### src/rtl/kyber_pke_enc.sv
// Kyber PKE message-encoding front end: loads a 2^(DEPTH-3)-byte message, then
// streams Decompress_q(Decode_1(m),1) coefficients (0 or 1665), one per cycle.
module kyber_pke_enc #(
    parameter int DEPTH = 8
) (
    input  logic             clk,
    input  logic             reset,
    input  logic             set,
    input  logic             readin,
    input  logic             full_in,
    input  logic [7:0]       kyber_din,
    input  logic [7:0]       kyber_in_index,
    output logic             readin_ok,
    output logic             done,
    output logic             coef_valid,
    output logic [DEPTH-1:0] coef_index,
    output logic [11:0]      coef_out
);

    localparam int AW = DEPTH - 3;
    localparam int NB = 1 << AW;
    localparam logic [DEPTH-1:0] ONE  = 1;
    localparam logic [DEPTH-1:0] LAST = '1;
    localparam logic [11:0] HALF_Q = 12'd1665;

    typedef enum logic [1:0] {S_IDLE, S_LOAD, S_ENC, S_DONE} state_t;

    state_t               state_q, state_d;
    logic [NB-1:0][7:0]   buf_q, buf_d;
    logic [DEPTH-1:0]     cnt_q, cnt_d;
    logic                 readin_ok_q, readin_ok_d;
    logic                 done_q, done_d;
    logic                 coef_valid_q, coef_valid_d;
    logic [DEPTH-1:0]     coef_index_q, coef_index_d;
    logic [11:0]          coef_out_q, coef_out_d;

    logic [AW-1:0]        wr_addr;
    logic                 msg_bit;
    logic                 unused_idx;

    // Upper index bits are ignored so out-of-range addresses wrap.
    assign wr_addr    = kyber_in_index[AW-1:0];
    assign unused_idx = ^kyber_in_index;
    assign msg_bit    = buf_q[cnt_q[DEPTH-1:3]][cnt_q[2:0]];

    always_comb begin
        state_d      = state_q;
        buf_d        = buf_q;
        cnt_d        = cnt_q;
        coef_valid_d = 1'b0;
        coef_index_d = '0;
        coef_out_d   = '0;
        case (state_q)
            S_IDLE: if (set) state_d = S_LOAD;
            S_LOAD: begin
                if (readin) buf_d[wr_addr] = kyber_din;
                if (full_in) begin
                    state_d = S_ENC;
                    cnt_d   = '0;
                end
            end
            S_ENC: begin
                coef_valid_d = 1'b1;
                coef_index_d = cnt_q;
                coef_out_d   = msg_bit ? HALF_Q : 12'd0;
                cnt_d        = cnt_q + ONE;
                if (cnt_q == LAST) state_d = S_DONE;
            end
            S_DONE: if (!set) state_d = S_IDLE;
            default: state_d = S_IDLE;
        endcase
        readin_ok_d = (state_d == S_LOAD);
        // done follows set while parked in DONE; it drops on the edge that leaves.
        done_d      = (state_q == S_DONE) && set;
    end

    always_ff @(posedge clk or negedge reset) begin
        if (!reset) begin
            state_q      <= S_IDLE;
            buf_q        <= '0;
            cnt_q        <= '0;
            readin_ok_q  <= 1'b0;
            done_q       <= 1'b0;
            coef_valid_q <= 1'b0;
            coef_index_q <= '0;
            coef_out_q   <= '0;
        end else begin
            state_q      <= state_d;
            buf_q        <= buf_d;
            cnt_q        <= cnt_d;
            readin_ok_q  <= readin_ok_d;
            done_q       <= done_d;
            coef_valid_q <= coef_valid_d;
            coef_index_q <= coef_index_d;
            coef_out_q   <= coef_out_d;
        end
    end

    assign readin_ok  = readin_ok_q;
    assign done       = done_q;
    assign coef_valid = coef_valid_q;
    assign coef_index = coef_index_q;
    assign coef_out   = coef_out_q;

endmodule

### config.mk
export PLATFORM = sky130hd
export DESIGN_NAME = kyber_pke_enc
export DESIGN_NICKNAME = d
export VERILOG_FILES = /design/src/rtl/kyber_pke_enc.sv
export SDC_FILE = /design/constraint.sdc
export NUM_CORES = 1
export LEC_CHECK = 0
export ABC_CLOCK_PERIOD_IN_PS = 2400
export CAP_MARGIN = 25
export CELL_PAD_IN_SITES_DETAIL_PLACEMENT = 0
export CELL_PAD_IN_SITES_GLOBAL_PLACEMENT = 1
export CORE_MARGIN = 3
export CORE_UTILIZATION = 47
export CTS_CLUSTER_DIAMETER = 50
export DETAILED_ROUTE_END_ITERATION = 8
export PLACE_DENSITY = 0.79
export SLEW_MARGIN = 20
export SYNTH_ARGS = -nofsm -noshare
export SYNTH_HDL_FRONTEND = slang
export SYNTH_SLANG_ARGS = --single-unit
### constraint.sdc
create_clock -name clk -period 2.4 [get_ports clk]
set_clock_uncertainty 0.05 [all_clocks]
set_input_delay 0.48 -clock clk [delete_from_list [all_inputs] [get_ports clk]]
set_output_delay 0.48 -clock clk [all_outputs]
set_load 0.01 [all_outputs]
* Word-level counts from Yosys, hierarchy flattened *
Index checks and enable logic that the tools add are counted.

storage, ports and cells
  register bits = 289
  output and inout bits = 23
  word-level logic and storage cells = 74
  input port bits = 21

cells by class
  $add $sub $neg = 1
  eq/ne operators = 6
  reduce and logical (&&, ||, !) cells = 6
  $lt $le $gt $ge = 4
  muxes and demuxes = 18

operators with widths
  kind                                                                    number
  256-bit bitwise mux                                                     1
  8-bit binary-select mux with 5-bit select                               1
  8-bit demux with 5-bit select                                           1
  8-bit 2-to-1 mux                                                        4
  11-bit 2-to-1 mux                                                       2
  8-bit one-hot mux with 2 select lines                                   1
  5-bit by 6-bit < comparator with 1-bit output (second input constant)   2
  8-bit by 1-bit adder with 8-bit output (second input constant)          1
  8-bit == test (second input constant)                                   1
  2-bit 2-to-1 mux                                                        4
  2-bit one-hot mux with 4 select lines                                   1
  5-bit by 1-bit >= comparator with 1-bit output (second input constant)  1
  2-bit by 1-bit == test with 1-bit output (second input constant)        2
  2-bit == test (second input constant)                                   2
  3-bit by 4-bit < comparator with 1-bit output (second input constant)   1
  2-bit AND reduction                                                     2
  1-bit binary-select mux with 3-bit select                               1
  1-bit logical AND                                                       2
  2-bit logical NOT                                                       1
  1-bit 2-to-1 mux                                                        2
  2-bit != test (second input constant)                                   1
  2-bit nonzero test                                                      1

* Depth between registers and ports, before layout *
Gate-level depths: netlist of the first run.

  word-level depth = 6
  mapped depth = 12
  mapped depth without buffers = 7

* Least setup slack after synthesis of the first run *
OpenSTA, ideal clock, no wires.

  path type = reg-to-reg
  start point = register cnt_q[3]
  end point = register coef_out_q[9] (netlist: coef_out[9])
  required time = 2.227 ns
  setup slack = -0.164 ns
  stages on the path, launching flop included = 11
  library setup time = 0.123 ns
  buffers on the path = 4
  period minus slack after synthesis = 2.564 ns
  data arrival time = 2.391 ns
  cell sequence = dfrtp_1 > buf_4 > buf_4 > buf_4 > buf_2 > mux4_2 > a21oi_1 > o21bai_1 > nor4_1 > a21oi_1 > a2bb2o_2

between the ends
  longest elaborated chain between the ends = 6

ends and longest elaborated chain
  element                                    line  RTL
  start, declared                            30    logic [DEPTH-1:0] cnt_q, cnt_d;
  start signal, assigned                     90    cnt_q <= cnt_d;
  8-bit binary-select mux with 5-bit select  44    assign msg_bit = buf_q[cnt_q[DEPTH-1:3]][cnt_q[2:0]];
  8-bit 2-to-1 mux (implied by the code)     44
  1-bit binary-select mux with 3-bit select  44
  1-bit 2-to-1 mux (implied by the code)     44
  11-bit 2-to-1 mux                          65    coef_out_d = msg_bit ? HALF_Q : 12'd0;
  11-bit 2-to-1 mux                          53    case (state_q)
  end signal, assigned                       95    coef_out_q <= coef_out_d;
  end, declared                              35    logic [11:0] coef_out_q, coef_out_d;

No other way between the ends. The select of a mux whose other input is x is not followed.
A chain may end at the register's enable or synchronous reset.

* Final worst setup path of the first run *
Ends and elaborated chain as after synthesis.

==> results.md, run 1 <==
- Status: finished, violations left
- Failing checks: setup timing
- GRT overflow: 0
- Slew HR: 0.612
- Final ANT Viol Nets: 0
- First drt pass iteration count: 4
- Post-CTS Setup Inserts: 0
- DR vias/cell: 5.83
- Final wirelength: 29,900 um
- Diode count: 0
- I/O pin total: 44
- Starting Density: 0.484
- Slew @ Worst Pin: just under 0.6 ns
- Clk sinks: about 280
- Die Wd: approximately 170 um
- Final period utilization: 1.11
- HPWL Detailed: 19,700 um
- Clock power frac: 0.371
- Row Count: 59
- Core footprint: roughly 26,000 um^2
- Fmax: 375 MHz
- Placed Instances: 1,280
- Number of synthesized flops with an enable pin: 0
- Port bufs: 32
- Hold endpoint: buf_q[87]
- Final slew viol count: 0
- Worst r2r src: cnt_q[3]
- HP Start: buf_q[87]
- Min Tclk post-route: 2.67 ns
- Setup WS pre-CTS: -0.310 ns
- Final WS setup: -0.266 ns
- Logic pwr share: 0.209
- Leak pwr: approximately 7.3 nW
- Tightest hold margin: 0.430 ns
- Die area: 29,200 um^2
- Reg2reg path depth: 6
- Avg Cell Area, Syn: ~14 um^2
- Final Util: 0.583
- DRC Markers: 0
- Startpoint class of the critical path: flop
- PwrDens: between 1000 and 1500 nW/um^2
- Vias in the first global route: 8,122
- Setup violators final: 1
- Top delay family on crit path: multiplexers
- Synth warnings: 0
- Slowest stage delay, CP: about 0.54 ns
- CP required: roughly 2.7 ns
- Max Cap Violations: 0
- Worst VDD drop: 416 uV
- Register area share after synthesis: 0.544
- Sw Share: 0.266
- Placed Area: 14,000 um^2
- Mapped Area: 12,800 um^2
- Ys async rst share: 1.00
- Final Hold Vio Count: 0
- Sequential power share: 0.420
- CP arrival: around 3 ns
- Internal Power: 11.4 mW
- Nets: 1,005
- Most frequent cells in the layout: dfrtp_1, mux2_1, buf_4
- Synth cell types: 48
- Vias: 7,837
- Unrepaired setup endpoints after global routing: true
- #FFs+latches synth: between 200 and 300
- Worst min-delay path class: flop to flop
- Crit path launch: cnt_q[3]
- Min-Delay Path Depth: 1
- Setup CP Type: flop to flop
- Sw power: 4.13 mW
- Crit path cell chain: mux4_2, mux4_2, or4b_4, o311ai_2, o21bai_1, a2bb2o_4
- Area Growth Syn to Fin: 20.6%
- Tot Pwr: approximately 16 mW
- CP bufs+invs: 0
- Commonest non-fill, non-tap cell in the layout: dfrtp_1
- CTS tree: built
- CP max stage cell: mux4_2
- Crit end category: flop
- Flop2flop setup slack: -0.27 ns
- Clock slew at reported path FFs: 0.06 ns
- First-pass GRT wire length: 48,000 um
- Routed length per instance: 22.2 um
- All-Layer GR Usage: 0.213
- Antenna violations before repair: 0
- Largest fanout on the critical path: 7
- DR iter-0 viols: 545
- Worst-Skew Late Latency: 0.51 ns
- Pin count of the biggest net entering global routing: 57
- Primary FF master, synth: dfrtp_1
- Fin Setup TNS: -0.266 ns
- Num CTS Buffers: 34
- Root Driver: clkbuf_16
- Gpl congestion: 0.788
- Die height: about 170 um
- Syn Inst Count: ~900
- Design area: ~15,000 um^2
- Worst r2r dst: coef_out[9]
- CTS max path bufs: 3
- CP dominant cell by count: mux4_2
- Share of layout cells above drive strength 1: 0.206
- Layout Cells excl Fill: approximately 1.3k
- Number of H-tree levels: 2
[cell usage after synthesis (2+ instances only)]
cell	count	share of area
nor3_1	6	0.0023
inv_1	2	0.00059
o21bai_1	2	0.0012
o221ai_1	15	0.010
mux2i_1	36	0.028
dfrtp_1	278	0.54
mux2_1	257	0.23
nand4_1	2	0.00098
nor3b_1	3	0.0018
nand3_1	8	0.0031
o21ai_0	7	0.0027
nor4_1	3	0.0015
clkbuf_1	51	0.015
o22ai_1	11	0.0054
a21oi_1	13	0.0051
nand2_1	38	0.011
nand3b_1	3	0.0018
and2_1	6	0.0029
buf_4	16	0.0094
o31ai_1	2	0.0012
inv_2	3	0.00088
nor2_1	34	0.010
buf_2	7	0.0027
or3_1	3	0.0015
o311ai_0	2	0.0014
mux4_2	50	0.088
nor2b_1	3	0.0015
or2_2	2	0.00098
o21ai_1	13	0.0051
or3b_2	2	0.0014
[state kept, by name (all words and copies together) (netlist names)]
signal	flops
buf_q	256
coef_out	1
coef_valid	1
cnt_q	8
readin_ok	1
coef_index	8
done	1
state_q	2
[layout make-up]
type | instances | area [um^2]
clock buffer | 51 | 1090
clock inverter | 11 | 219
fill | 2091 | 11000
inverter | 5 | 18.8
multi-input combinational | 545 | 5500
sequential | 278 | 6960
tap | 335 | 419
timing repair buffer | 119 | 1200
[logic make-up after synthesis]
kind of cell / after synthesis / synth area share
flip-flops: 278 / 0.544
adder cells (fa/ha/maj): 1 / 0.000979
AND/OR/NAND/NOR: 119 / 0.0444
AO/OA/AOI/OAI: 73 / 0.0378
other: 1 / 0.000293
buffers and inverters: 80 / 0.0289
multiplexers: 343 / 0.343
XOR/XNOR: 1 / 0.000685
[how the worst max path moves through the flow]
stage / endpoint / slack, ns / cells past startpoint
after floorplan: coef_out[9] / -0.06 / 7
after global placement: coef_out[9] / -0.30 / 8
after detailed placement: coef_out[9] / -0.31 / 8
after CTS: coef_out[9] / -0.22 / 8
after global routing: coef_out[9] / -0.31 / 6
final: coef_out[9] / -0.27 / 6
[repair_timing]
action	in CTS	in global routing
hold buffers	1	0
pin swaps	0	0
cloned	0	1
gates resized for setup	3	9
endpoints found under the setup margin	1	1
endpoints found under the hold margin	48	0
[worst reg2reg max path, cell delays in order, from the launching register on]
cell	delay, ns
dfrtp_4	0.52
mux4_2	0.55
mux4_2	0.47
or4b_4	0.49
o311ai_2	0.08
o21bai_1	0.17
a2bb2o_4	0.22
[metal layers]
layer | GRT usage | vias to the layer above | part of all wire
li1 | - | 3475 | -
met1 | 0.324 | 4130 | 0.48
met2 | 0.329 | 200 | 0.46
met3 | 0.0319 | 32 | 0.046
met4 | 0.0434 | 0 | 0.013
met5 | 0 | - | 0
[power groups by stage]
stage	Sequential [mW]	Combinational, mW	Clock, mW
after floorplan	6.32	2.32	0
after global placement	6.53	3.02	0
after detailed placement	6.59	3.11	0
after CTS	6.51	3.16	5.86
after global routing	6.68	3.55	6.09
final	6.52	3.25	5.77
No activity file was read; power rests on OpenSTA's default activity.
==> inputs of run 2 (changes only) <==
SLEW_MARGIN = not set   (was 20)
==> results of run 2 <==
The final DEF is identical to that of run 1; final timing and power are the same.
